### src/rtl/pif_ram_arbiter_if.sv
// PIF RAM arbiter bus bundle: N64 port, 6502 port and shared RAM port.
// slave is the arbiter side, master is the requester/RAM side.
interface pif_ram_arbiter_if;
  logic        n64_req;
  logic [8:0]  n64_addr;
  logic        n64_we;
  logic [31:0] n64_wdata;
  logic        n64_valid;
  logic [31:0] n64_rdata;
  logic        cpu_req;
  logic [10:0] cpu_addr;
  logic        cpu_we;
  logic [7:0]  cpu_wdata;
  logic        cpu_valid;
  logic [7:0]  cpu_rdata;
  logic [8:0]  ram_addr;
  logic        ram_we;
  logic [3:0]  ram_be;
  logic [31:0] ram_wdata;
  logic [31:0] ram_rdata;
  logic        busy;

  modport slave (
    input  n64_req, n64_addr, n64_we, n64_wdata,
    input  cpu_req, cpu_addr, cpu_we, cpu_wdata,
    input  ram_rdata,
    output n64_valid, n64_rdata, cpu_valid, cpu_rdata,
    output ram_addr, ram_we, ram_be, ram_wdata, busy
  );

  modport master (
    output n64_req, n64_addr, n64_we, n64_wdata,
    output cpu_req, cpu_addr, cpu_we, cpu_wdata,
    output ram_rdata,
    input  n64_valid, n64_rdata, cpu_valid, cpu_rdata,
    input  ram_addr, ram_we, ram_be, ram_wdata, busy
  );
endinterface

### src/rtl/pif_ram_arbiter.sv
// Shares one 512x32 RAM between the N64 word port and the 6502 byte port,
// with N64 priority bounded by a CPU starvation limit.
module pif_ram_arbiter #(
  parameter int STARVE_LIMIT = 4
) (
  input logic             clk,
  input logic             reset_l,
  pif_ram_arbiter_if.slave bus
);

  typedef enum logic [1:0] {
    IDLE,
    ACCESS,
    WAIT,
    DONE
  } state_t;

  state_t     state;
  logic [3:0] streak;
  logic       owner_cpu;
  logic       lat_we;
  logic [1:0] lane;
  logic       at_limit;
  logic       cpu_win;

  assign at_limit = (streak == 4'(STARVE_LIMIT));
  assign bus.busy = (state != IDLE);

  always_comb begin
    cpu_win = bus.cpu_req & (~bus.n64_req | at_limit);
  end

  // reset_l is active-high despite its name
  always_ff @(posedge clk or posedge reset_l) begin
    if (reset_l) begin
      state         <= IDLE;
      streak        <= '0;
      owner_cpu     <= 1'b0;
      lat_we        <= 1'b0;
      lane          <= '0;
      bus.ram_addr  <= '0;
      bus.ram_we    <= 1'b0;
      bus.ram_be    <= '0;
      bus.ram_wdata <= '0;
      bus.n64_valid <= 1'b0;
      bus.cpu_valid <= 1'b0;
      bus.n64_rdata <= '0;
      bus.cpu_rdata <= '0;
    end else begin
      bus.ram_we    <= 1'b0;
      bus.ram_be    <= '0;
      bus.n64_valid <= 1'b0;
      bus.cpu_valid <= 1'b0;
      unique case (state)
        IDLE: begin
          if (bus.n64_req | bus.cpu_req) begin
            state     <= ACCESS;
            owner_cpu <= cpu_win;
            lane      <= bus.cpu_addr[1:0];
            if (cpu_win) begin
              lat_we        <= bus.cpu_we;
              bus.ram_addr  <= bus.cpu_addr[10:2];
              bus.ram_wdata <= {4{bus.cpu_wdata}};
              bus.ram_we    <= bus.cpu_we;
              bus.ram_be    <= bus.cpu_we ?
                               (4'b1000 >> bus.cpu_addr[1:0]) :
                               4'b0000;
              streak        <= '0;
            end else begin
              lat_we        <= bus.n64_we;
              bus.ram_addr  <= bus.n64_addr;
              bus.ram_wdata <= bus.n64_wdata;
              bus.ram_we    <= bus.n64_we;
              bus.ram_be    <= {4{bus.n64_we}};
              if (!bus.cpu_req)
                streak <= '0;
              else if (!at_limit)
                streak <= streak + 4'd1;
            end
          end
        end
        ACCESS: state <= WAIT;
        WAIT: begin
          state <= DONE;
          // big-endian lanes: lane 0 is bits 31:24
          if (!lat_we) begin
            if (owner_cpu)
              bus.cpu_rdata <= 8'(bus.ram_rdata >> {~lane, 3'b000});
            else
              bus.n64_rdata <= bus.ram_rdata;
          end
          if (owner_cpu)
            bus.cpu_valid <= 1'b1;
          else
            bus.n64_valid <= 1'b1;
        end
        DONE: state <= IDLE;
      endcase
    end
  end

endmodule

### src/flat_wrapper.sv
// flat-port wrapper written by rule: the top's interface ports become plain ports
module pif_ram_arbiter_flat 
#(
  parameter int STARVE_LIMIT = 4
)
  (clk, reset_l, bus_n64_req, bus_n64_addr, bus_n64_we, bus_n64_wdata, bus_cpu_req, bus_cpu_addr, bus_cpu_we, bus_cpu_wdata, bus_ram_rdata, bus_n64_valid, bus_n64_rdata, bus_cpu_valid, bus_cpu_rdata, bus_ram_addr, bus_ram_we, bus_ram_be, bus_ram_wdata, bus_busy);
  pif_ram_arbiter_if bus_i ();
  input logic clk;
  input logic reset_l;
  input wire logic [$bits(bus_i.n64_req)-1:0] bus_n64_req;
  input wire logic [$bits(bus_i.n64_addr)-1:0] bus_n64_addr;
  input wire logic [$bits(bus_i.n64_we)-1:0] bus_n64_we;
  input wire logic [$bits(bus_i.n64_wdata)-1:0] bus_n64_wdata;
  input wire logic [$bits(bus_i.cpu_req)-1:0] bus_cpu_req;
  input wire logic [$bits(bus_i.cpu_addr)-1:0] bus_cpu_addr;
  input wire logic [$bits(bus_i.cpu_we)-1:0] bus_cpu_we;
  input wire logic [$bits(bus_i.cpu_wdata)-1:0] bus_cpu_wdata;
  input wire logic [$bits(bus_i.ram_rdata)-1:0] bus_ram_rdata;
  output wire logic [$bits(bus_i.n64_valid)-1:0] bus_n64_valid;
  output wire logic [$bits(bus_i.n64_rdata)-1:0] bus_n64_rdata;
  output wire logic [$bits(bus_i.cpu_valid)-1:0] bus_cpu_valid;
  output wire logic [$bits(bus_i.cpu_rdata)-1:0] bus_cpu_rdata;
  output wire logic [$bits(bus_i.ram_addr)-1:0] bus_ram_addr;
  output wire logic [$bits(bus_i.ram_we)-1:0] bus_ram_we;
  output wire logic [$bits(bus_i.ram_be)-1:0] bus_ram_be;
  output wire logic [$bits(bus_i.ram_wdata)-1:0] bus_ram_wdata;
  output wire logic [$bits(bus_i.busy)-1:0] bus_busy;
  assign bus_i.n64_req = bus_n64_req;
  assign bus_i.n64_addr = bus_n64_addr;
  assign bus_i.n64_we = bus_n64_we;
  assign bus_i.n64_wdata = bus_n64_wdata;
  assign bus_i.cpu_req = bus_cpu_req;
  assign bus_i.cpu_addr = bus_cpu_addr;
  assign bus_i.cpu_we = bus_cpu_we;
  assign bus_i.cpu_wdata = bus_cpu_wdata;
  assign bus_i.ram_rdata = bus_ram_rdata;
  assign bus_n64_valid = bus_i.n64_valid;
  assign bus_n64_rdata = bus_i.n64_rdata;
  assign bus_cpu_valid = bus_i.cpu_valid;
  assign bus_cpu_rdata = bus_i.cpu_rdata;
  assign bus_ram_addr = bus_i.ram_addr;
  assign bus_ram_we = bus_i.ram_we;
  assign bus_ram_be = bus_i.ram_be;
  assign bus_ram_wdata = bus_i.ram_wdata;
  assign bus_busy = bus_i.busy;
  pif_ram_arbiter #(.STARVE_LIMIT(STARVE_LIMIT)) u_core (.clk(clk), .reset_l(reset_l), .bus(bus_i));
endmodule
### config.mk
export PLATFORM = sky130hd
export DESIGN_NAME = pif_ram_arbiter_flat
export DESIGN_NICKNAME = d
export VERILOG_FILES = /design/src/rtl/pif_ram_arbiter_if.sv /design/src/rtl/pif_ram_arbiter.sv /design/src/flat_wrapper.sv
export SDC_FILE = /design/constraint.sdc
export NUM_CORES = 1
export LEC_CHECK = 0
export BUFFER_PORTS_ARGS = -buffer_cell sky130_fd_sc_hd__clkbuf_2
export CELL_PAD_IN_SITES_DETAIL_PLACEMENT = 1
export CELL_PAD_IN_SITES_GLOBAL_PLACEMENT = 1
export CORE_MARGIN = 3
export CORE_UTILIZATION = 33
export CTS_BUF_LIST = sky130_fd_sc_hd__clkbuf_16
export DETAILED_ROUTE_END_ITERATION = 10
export PLACE_DENSITY_LB_ADDON = 0.2
export SETUP_SLACK_MARGIN = 0.4
export SYNTH_ARGS = -nofsm -noshare
export SYNTH_HDL_FRONTEND = slang
export SYNTH_SLANG_ARGS = --single-unit
### constraint.sdc
create_clock -name clk -period 3.25 [get_ports clk]
set_input_delay 0.325 -clock clk [delete_from_list [all_inputs] [get_ports clk]]
set_output_delay 0.325 -clock clk [all_outputs]
set_load 0.05 [all_outputs]
==> flow_summary.json, run 1 <==
{
  "status": "complete, no violations",
  "ant_nets": 0,
  "hp-class": "in -> async",
  "dr.first_iter.drc_count": 188,
  "first_global_vias": 3860,
  "grt_max_degree": 43,
  "syn-instance-count": 379,
  "crit_required_ns": 3.51,
  "regArea_mm2": 0.00245,
  "routed_wl_um": 13000,
  "whs_ns": 0.181,
  "synth.top_cell.area_share_pct": 55.2,
  "drc": 0,
  "cts.sink_count": 98,
  "fmax_mhz": 468,
  "multi_input_area_mm2": 0.00176,
  "synth.most_common_cell": "dfrtp_1",
  "gp_congestion": 0.772,
  "vias": 3675,
  "crit_buf_inv": 2,
  "fp.dieW_um": 122,
  "synth_top_area_cell": "dfrtp_1",
  "firstDrtPassIters": 4,
  "grt_pass1_wl_um": 20500,
  "synthesis.area_mm2": 0.00444,
  "netlist_top_cells_count": "dfrtp_1, nor2_1, nand3_1",
  "die_h_um": 122,
  "cts_tree": "built",
  "root_buffer": "clkbuf_16",
  "crit_path_top_delay_cell": "o21a_2",
  "die-area_mm2": 0.0149,
  "worst_clock_skew_ns": 0.00495,
  "worst_path_dominant_cell_family": "compound AO/OA/AOI/OAI gates",
  "viasPerCell": 5.02,
  "gr-total-overflow": 0,
  "numCtsBuffers": 9,
  "ys.flop_type": "dfrtp_1",
  "htree_levels": 3,
  "finalSetupTns_ns": 0,
  "crit_path_max_incr_delay_ns": 0.64,
  "insertion_delay_ns": 0.34,
  "drv_cap": 0,
  "startpoint_type": "flop",
  "path_cells": "inv_1 -> ha_1 -> o21a_2 -> buf_4 -> nor2_1 -> a31oi_1",
  "grt_setup_unrepaired": "no",
  "fin_crit_sh_pct": 65.7,
  "coreArea_mm2": 0.0129,
  "cts_resized": 0,
  "fin_crit_ns": 2.14,
  "clkTransAtPathRegs_ns": 0.07,
  "avgSynthCellArea_um2": 11.7,
  "fill_cells": 1465,
  "ys_types": 37,
  "finalSetupViolations": 0,
  "fin_nets": 659,
  "ios": 187,
  "rows": 41,
  "ys_seq_elements": 98,
  "synthTopCellsByArea": "dfrtp_1, mux2_2, a31oi_1, nand3_1, mux4_2",
  "finalMaxSlewViolations": 0,
  "track_usage_pct": 17.8,
  "drive_above_1_share_pct": 47.9,
  "critPathKind": "reg -> reg",
  "crit_path_end_kind": "flop",
  "areaGrowthSynthToFinish_pct": 30.2,
  "maxSlewHeadroom_pct": 35.7,
  "syn-num-nets": 482,
  "worstMarginPinSlew_ns": 0.962,
  "path_max_fanout": 37,
  "ys_seq_area_share_pct": 55.2,
  "antenna_cells": 0,
  "crit_arrival_ns": 2.40,
  "portBuffers": 186,
  "leakagePower_nw": 2.78,
  "synth_edf_count": 0,
  "wl_per_cell_um": 17.8,
  "dp_hpwl_um": 9800,
  "ctsHoldBuffers": 0,
  "initial_core_util_pct": 34.5,
  "synthArstFlopShare_pct": 100,
  "grt_antenna_before_repair": 0,
  "cts_buffer_depth": 2,
  "p_per_area_mw_per_mm2": 1240,
  "ys_warn_count": 0,
  "post_cts_buffers": 0,
  "peakVddDrop_mv": 0.509,
  "hold_viol_final": 0
}
## sequential cells by signal (all words and copies together) (netlist names), 2 cells and up
name                  cells
u_core.bus.n64_rdata     32
u_core.lane               2
u_core.state              2
u_core.bus.cpu_rdata      8
u_core.bus.ram_addr       9
u_core.streak             4
u_core.bus.ram_wdata     32
u_core.bus.ram_be         4
## worst paths after layout
kind                                                      start                                   end  slack (ns)  depth (start not counted)
min in group clk                              bus_ram_rdata[26]  u_core.bus.n64_rdata[26]$_DFFE_PP0P_        0.22                          2
min                                                     reset_l  u_core.bus.n64_rdata[31]$_DFFE_PP0P_        0.18                          2
max in group asynchronous                               reset_l   u_core.bus.cpu_rdata[3]$_DFFE_PP0P_        2.30                          3
max                                 u_core.state[0]$_DFFE_PP0P_  u_core.bus.ram_wdata[19]$_DFFE_PP0P_        1.11                          6
max reg2reg                         u_core.state[0]$_DFFE_PP0P_  u_core.bus.ram_wdata[19]$_DFFE_PP0P_        1.11                          6
min reg2reg                u_core.bus.n64_rdata[26]$_DFFE_PP0P_  u_core.bus.n64_rdata[26]$_DFFE_PP0P_        0.49                          1
## placed cells by master, fill, tap and decap left out, drive strengths merged, types with 5 or more instances in the layout
cell type	instances
clkbuf	195
dfrtp	98
nor2	45
nand3	44
a31oi	42
mux2	41
o21ai	23
buf	11
nand2	9
mux4	8
inv	6
ha	5
## logic make-up after synthesis
kind of cell | Yosys count | share of synthesized area (%)
buffers and inverters | 38 | 5.52
AOI/OAI and AO/OA | 74 | 11.2
and+or+nand+nor | 115 | 12.3
muxes | 49 | 14.4
adders and majority gates | 5 | 1.41
DFF | 98 | 55.2
## through the flow
step	worst slack [ns]	instances	utilization, %	area (µm²)	power, mW
after global placement	1.25	717	42.6	5480	6.00
after floorplan	1.65	379	-	4450	5.15
after CTS	1.08	732	44.9	5790	7.24
after detailed placement	1.11	717	42.6	5480	6.10
after global routing	0.894	732	44.9	5790	7.58
final	1.11	732	44.9	5790	7.15
## layer usage
metal	vias to the layer above	wire (µm)	GRT usage, %
li1	1724	-	-
met1	1789	5900	24.0
met2	151	5790	27.2
met3	11	1160	5.39
met4	0	176	6.30
met5	-	0	0
## final cells by class
| class | count | share of cell area [%] |
|---|---|---|
| timing repair buffer | 197 | 17.7 |
| clock inverter | 6 | 1.43 |
| sequential | 98 | 42.4 |
| multi-input combinational | 243 | 30.3 |
| tap | 172 | 3.72 |
| clock buffer | 9 | 3.89 |
| inverter | 7 | 0.519 |
## power breakdown
part	leakage, nW	internal, mW	total, mW	switching (mW)
Clock	0.143	0.665	1.12	0.459
Combinational	1.49	1.03	3.84	2.80
Sequential	1.15	1.81	2.19	0.375
Power figures use the tool's default switching activity.
==> run 2: changes to the inputs <==
- clock period: 3.25 -> 1.9 ns (I/O delays scaled with it)
==> run 2 against run 1 <==
Compared with the run above: the run now ends with negative hold slack left; core utilization is 6.2 points higher; global-route usage is 0.92 points higher; sequential power is 72% higher; worst setup slack worse by 0.86 ns; critical path depth is 1 higher; critical path type unchanged; worst hold slack worse by 0.20 ns; total power is 86% higher; count of clock-buffer cells in the layout stayed put; register-to-register slack worse by 0.86 ns.
==> flow_summary.json, run 2 (same netlist as run 1, synthesis figures left out) <==
{
  "status": "finished with violations",
  "violations": "negative hold slack",
  "ios": 187,
  "clkTransAtPathRegs_ns": 0.07,
  "cts_buffer_depth": 2,
  "p_per_area_mw_per_mm2": 2020,
  "grt_antenna_before_repair": 0,
  "hold_viol_final": 8,
  "root_buffer": "clkbuf_16",
  "crit_required_ns": 2.12,
  "initial_core_util_pct": 34.5,
  "critPathKind": "reg -> reg",
  "layout_commonest_cell": "clkbuf_2",
  "fin_nets": 688,
  "vias": 3890,
  "crit_path_end_kind": "flop",
  "firstDrtPassIters": 4,
  "drv_cap": 0,
  "dp_hpwl_um": 9960,
  "viasPerCell": 5.11,
  "drc": 0,
  "areaGrowthSynthToFinish_pct": 48.0,
  "wl_per_cell_um": 20.2,
  "maxSlewHeadroom_pct": 64.0,
  "die-area_mm2": 0.0149,
  "die_h_um": 122,
  "coreArea_mm2": 0.0129,
  "whs_ns": -0.0190,
  "drive_above_1_share_pct": 55.7,
  "gp_congestion": 0.805,
  "cts_tree": "built",
  "startpoint_type": "flop",
  "ant_nets": 0,
  "cts.sink_count": 98,
  "grt_setup_unrepaired": "yes",
  "first_global_vias": 3993,
  "routed_wl_um": 15400,
  "worstRegToRegCells": 7,
  "track_usage_pct": 18.7,
  "insertion_delay_ns": 0.34,
  "fin_crit_ns": 1.64,
  "path_max_fanout": 8,
  "peakVddDrop_mv": 0.819,
  "worst_clock_skew_ns": 0.00798,
  "total_power_mw": 13.3,
  "finalSetupViolations": 0,
  "crit_arrival_ns": 1.86,
  "largestRegisters": "u_core.bus.n64_rdata: 32 flops, u_core.bus.ram_wdata: 32 flops, u_core.bus.ram_addr: 9 flops",
  "htree_levels": 3,
  "gr-total-overflow": 0,
  "finalSetupTns_ns": 0,
  "final_cell_mix": "clkbuf_2, dfrtp_1, nor2_1",
  "portBuffers": 186,
  "grt_max_degree": 99,
  "fin_crit_sh_pct": 86.4,
  "dr.first_iter.drc_count": 168,
  "grt_pass1_wl_um": 21700,
  "leakagePower_nw": 3.14,
  "worstMarginPinSlew_ns": 0.539,
  "finalMaxSlewViolations": 0,
  "antenna_cells": 0,
  "numCtsBuffers": 9,
  "rows": 41,
  "fmax_mhz": 609,
  "hp-class": "in -> async",
  "fp.dieW_um": 122
}
-- run 2: cell types whose count changed in the layout (fill, tap and decap cells not counted), moves of 4 or more --
| cell | delta |
|---|---|
| o21ai_1 | -7 |
| buf_4 | +5 |
| clkbuf_16 | +4 |
| o21ai_4 | +10 |
| mux2_2 | -20 |
| mux2_4 | +29 |
| buf_12 | +7 |
| buf_6 | +7 |
| buf_8 | +4 |
| mux2_1 | -9 |
-- run 2: path summary, 6_finish.rpt --
kind / from / end / slack [ns]
min: reset_l / u_core.bus.cpu_rdata[6]$_DFFE_PP0P_ / -0.02
min reg2reg: u_core.bus.n64_rdata[25]$_DFFE_PP0P_ / u_core.bus.n64_rdata[25]$_DFFE_PP0P_ / 0.49
max reg2reg: u_core.state[0]$_DFFE_PP0P_ / u_core.bus.n64_rdata[8]$_DFFE_PP0P_ / 0.26
min in group clk: bus_ram_rdata[25] / u_core.bus.n64_rdata[25]$_DFFE_PP0P_ / 0.09
max: u_core.state[0]$_DFFE_PP0P_ / u_core.bus.n64_rdata[8]$_DFFE_PP0P_ / 0.26
max in group asynchronous: reset_l / u_core.state[1]$_DFFE_PP0P_ / 1.48
-- run 2: layer usage --
layer / vias to the layer above / global-route usage (%) / wire, µm
met5: - / 0 / 0
met4: 0 / 5.88 / 226
met3: 15 / 5.80 / 1290
met2: 159 / 30.4 / 7490
met1: 1930 / 23.9 / 6380
li1: 1786 / - / -
-- run 2: per-stage QoR --
step                std cells  setup WS, ns  hold slack (ns)  utilization, %  instance area (µm²)
global placement          722         0.224            0.377            43.6                 5620
finish                    761         0.258          -0.0190            51.1                 6580
CTS                       745         0.230          0.00728            47.5                 6120
floorplan                 379         0.377            0.285               -                 4520
detailed placement        722         0.127            0.375            43.6                 5620
global route              761         0.233           0.0319            51.1                 6580
-- run 2: critical path: stages, from the launching register on --
cell	delay (ns)
dfrtp_1	0.37
inv_2	0.08
ha_4	0.14
nor2b_4	0.14
nor2b_4	0.16
buf_12	0.13
clkbuf_16	0.17
mux2_4	0.31
-- run 2: cell type report --
| cell class | count | area, µm² |
|---|---|---|
| Multi-Input combinational cell | 243 | 2100 |
| Sequential cell | 98 | 2450 |
| Tap cell | 172 | 215 |
| Fill cell | 1437 | 6300 |
| Inverter | 7 | 30.0 |
| Clock inverter | 6 | 50.0 |
| Timing Repair Buffer | 226 | 1510 |
| Clock buffer | 9 | 225 |
-- run 2: timing repair --
action / 4_1_cts / 5_1_grt
pin swaps: 3 / 18
setup endpoints to repair: 92 / 93
gates cloned: 2 / 5
buffers inserted: 6 / 11
hold buffers: 0 / 0
gates resized for setup: 29 / 54
-- run 2: power breakdown --
part | leakage [nW] | total [mW] | internal (mW) | switching [mW]
clock | 0.139 | 1.75 | 0.994 | 0.759
combinational | 1.85 | 7.79 | 2.57 | 5.21
sequential | 1.15 | 3.77 | 3.11 | 0.663
==> run 3: changes to the inputs <==
- PLACE_DENSITY_LB_ADDON: 0.2 -> 0.15
==> run 3 against run 2 <==
Compared with the run above: the run still ends with negative hold slack left; global-route usage up 0.48 points; worst setup slack better by 0.019 ns; fmax up 1.2%; count of clock-buffer cells in the layout unchanged; critical path depth down 1; core utilization down 2.8 points; clock power up 5%; combinational power down 7.7%; sequential cell count unchanged; cell area down 5.4%; first-iteration DRC count up 23%; clock skew down 0.00077 ns; critical path type unchanged; largest power group unchanged; highest routed layer unchanged.
==> flow_summary.json, run 3 (same netlist as run 1, synthesis figures left out) <==
{
  "status": "finished with violations",
  "violations": "negative hold slack",
  "gp_congestion": 0.771,
  "largestRegisters": "u_core.bus.n64_rdata: 32 flops, u_core.bus.ram_wdata: 32 flops, u_core.bus.ram_addr: 9 flops",
  "worst_path_dominant_cell_family": "flip-flops",
  "swShare_pct": 50.6,
  "die-area_mm2": 0.0149,
  "wl_per_cell_um": 19.2,
  "crit_required_ns": 2.13,
  "peakVddDrop_mv": 0.771,
  "coreArea_mm2": 0.0129,
  "cts.sink_count": 98,
  "cp-startpoint": "u_core.state[0]$_DFFE_PP0P_",
  "fin_area_mm2": 0.00622,
  "drv_cap": 0,
  "rows": 41,
  "p_clk_share_pct": 14.4,
  "hold_viol_final": 9,
  "dr.first_iter.drc_count": 206,
  "wl_met1_um": 6210,
  "layout_commonest_cell": "clkbuf_2",
  "path_cells": "inv_2 -> ha_4 -> nor2b_4 -> nor2b_4 -> buf_12 -> mux2_2",
  "worst_clock_skew_ns": 0.00721,
  "dr_wl_met3_um": 1450,
  "crit_path_end": "u_core.bus.n64_rdata[17]$_DFFE_PP0P_",
  "hp-class": "in -> async",
  "p_per_area_mw_per_mm2": 2050,
  "crit_buf_inv": 2,
  "highest_layer": "met4",
  "fin_crit_ns": 1.62,
  "clkTransAtPathRegs_ns": 0.07,
  "stdcell_count": 748,
  "crit_arrival_ns": 1.86,
  "leakagePower_nw": 3.00,
  "startpoint_type": "flop",
  "firstDrtPassIters": 4,
  "regArea_mm2": 0.00245,
  "dp_hpwl_um": 10000,
  "ios": 187,
  "cts_buffer_depth": 2,
  "viasPerCell": 5.08,
  "crit_cells": 6,
  "path_max_fanout": 32,
  "critPathMostFrequentCell": "nor2b_4",
  "critPathKind": "reg -> reg",
  "crit_path_top_delay_cell": "dfrtp_1",
  "grt_setup_unrepaired": "yes",
  "vias": 3802,
  "finalMaxSlewViolations": 0,
  "finalSetupTns_ns": 0,
  "dp.cells": 718,
  "first_global_vias": 4131,
  "fmax_mhz": 616,
  "whs_ns": -0.0230,
  "insertion_delay_ns": 0.35,
  "drc": 0,
  "crit_path_end_kind": "flop",
  "final_cell_mix": "clkbuf_2, dfrtp_1, nor2_1",
  "portBuffers": 186,
  "root_buffer": "clkbuf_16",
  "numCtsBuffers": 9,
  "antenna_cells": 0,
  "crit_path_max_incr_delay_ns": 0.37,
  "areaGrowthSynthToFinish_pct": 40.1,
  "postPlaceCellArea_mm2": 0.00562,
  "ctsHoldBuffers": 0,
  "met2WireLength_um": 6530,
  "grt_max_degree": 99,
  "finalSetupViolations": 0,
  "grt_antenna_before_repair": 0,
  "gr-total-overflow": 0,
  "multi_input_area_mm2": 0.00195,
  "drive_above_1_share_pct": 52.4,
  "p_sw_mw": 6.47,
  "timing.rr.start": "u_core.state[0]$_DFFE_PP0P_",
  "fp.dieW_um": 122,
  "intPower_mw": 6.32,
  "fill_cells": 1433,
  "htree_levels": 3,
  "die_h_um": 122,
  "worstRegToRegCells": 6,
  "track_usage_pct": 19.2,
  "initial_core_util_pct": 34.5,
  "r2r-end": "u_core.bus.n64_rdata[17]$_DFFE_PP0P_",
  "routed_wl_um": 14400,
  "ant_nets": 0,
  "maxSlewHeadroom_pct": 63.7,
  "post-route-util_pct": 48.3,
  "grt_pass1_wl_um": 22000,
  "worstMarginPinSlew_ns": 0.544,
  "p_seq_share_pct": 29.4,
  "cts_tree": "built",
  "fin_crit_sh_pct": 85.4,
  "fin_nets": 674,
  "r2r_setup_slack_ns": 0.28,
  "pwr-share-comb_pct": 56.2,
  "total_power_mw": 12.8
}
## run 3: power by group through the flow
stage	logic, mW	registers (mW)	clock network, mW
after floorplan	2.16	6.81	0
after global placement	6.80	3.74	0
after detailed placement	6.91	3.80	0
after CTS	7.06	3.77	1.89
after global routing	7.61	3.90	1.97
final	7.19	3.76	1.84
## run 3: per-layer routing
metal | up-vias | track usage (%)
met5 | - | 0
met3 | 16 | 7.47
li1 | 1757 | -
met1 | 1881 | 23.9
met2 | 148 | 30.6
met4 | 0 | 6.44
## run 3: layout make-up
class / count / share of cell area, %
multi-input cells: 243 / 31.4
inverters: 7 / 0.482
repair buffers: 212 / 20.6
flip-flops and latches: 98 / 39.4
clock buffers: 9 / 3.62
clock inverters: 7 / 1.11
well taps: 172 / 3.46
## run 3: worst min-delay path by stage
stage	to	start	cells after the start
after floorplan	u_core.bus.ram_be[3]$_DFF_PP0_	bus_cpu_addr[0]	1
after global routing	u_core.bus.n64_rdata[14]$_DFFE_PP0P_	reset_l	3
after detailed placement	u_core.bus.n64_rdata[14]$_DFFE_PP0P_	reset_l	3
after CTS	u_core.bus.n64_rdata[14]$_DFFE_PP0P_	reset_l	3
final	u_core.bus.n64_rdata[14]$_DFFE_PP0P_	reset_l	3
after global placement	u_core.bus.n64_rdata[14]$_DFFE_PP0P_	reset_l	3
## run 3: repair_timing
action,CTS,global route
pin swaps,1,1
gates resized for setup,19,17
setup endpoints to repair,93,93
setup buffers,10,2
cloned,1,1
## run 3: through the flow
stage,worst slack (ns),hold WS [ns]
2_1_floorplan,0.377,0.285
3_3_place_gp,0.214,0.382
3_5_place_dp,0.128,0.383
4_1_cts,0.256,0.0132
5_1_grt,0.195,0.0242
6_report,0.277,-0.0230
## run 3: worst min-delay path, delay by kind of cell
family                 cells  cell delay [ns]
buffers and inverters      3             0.58
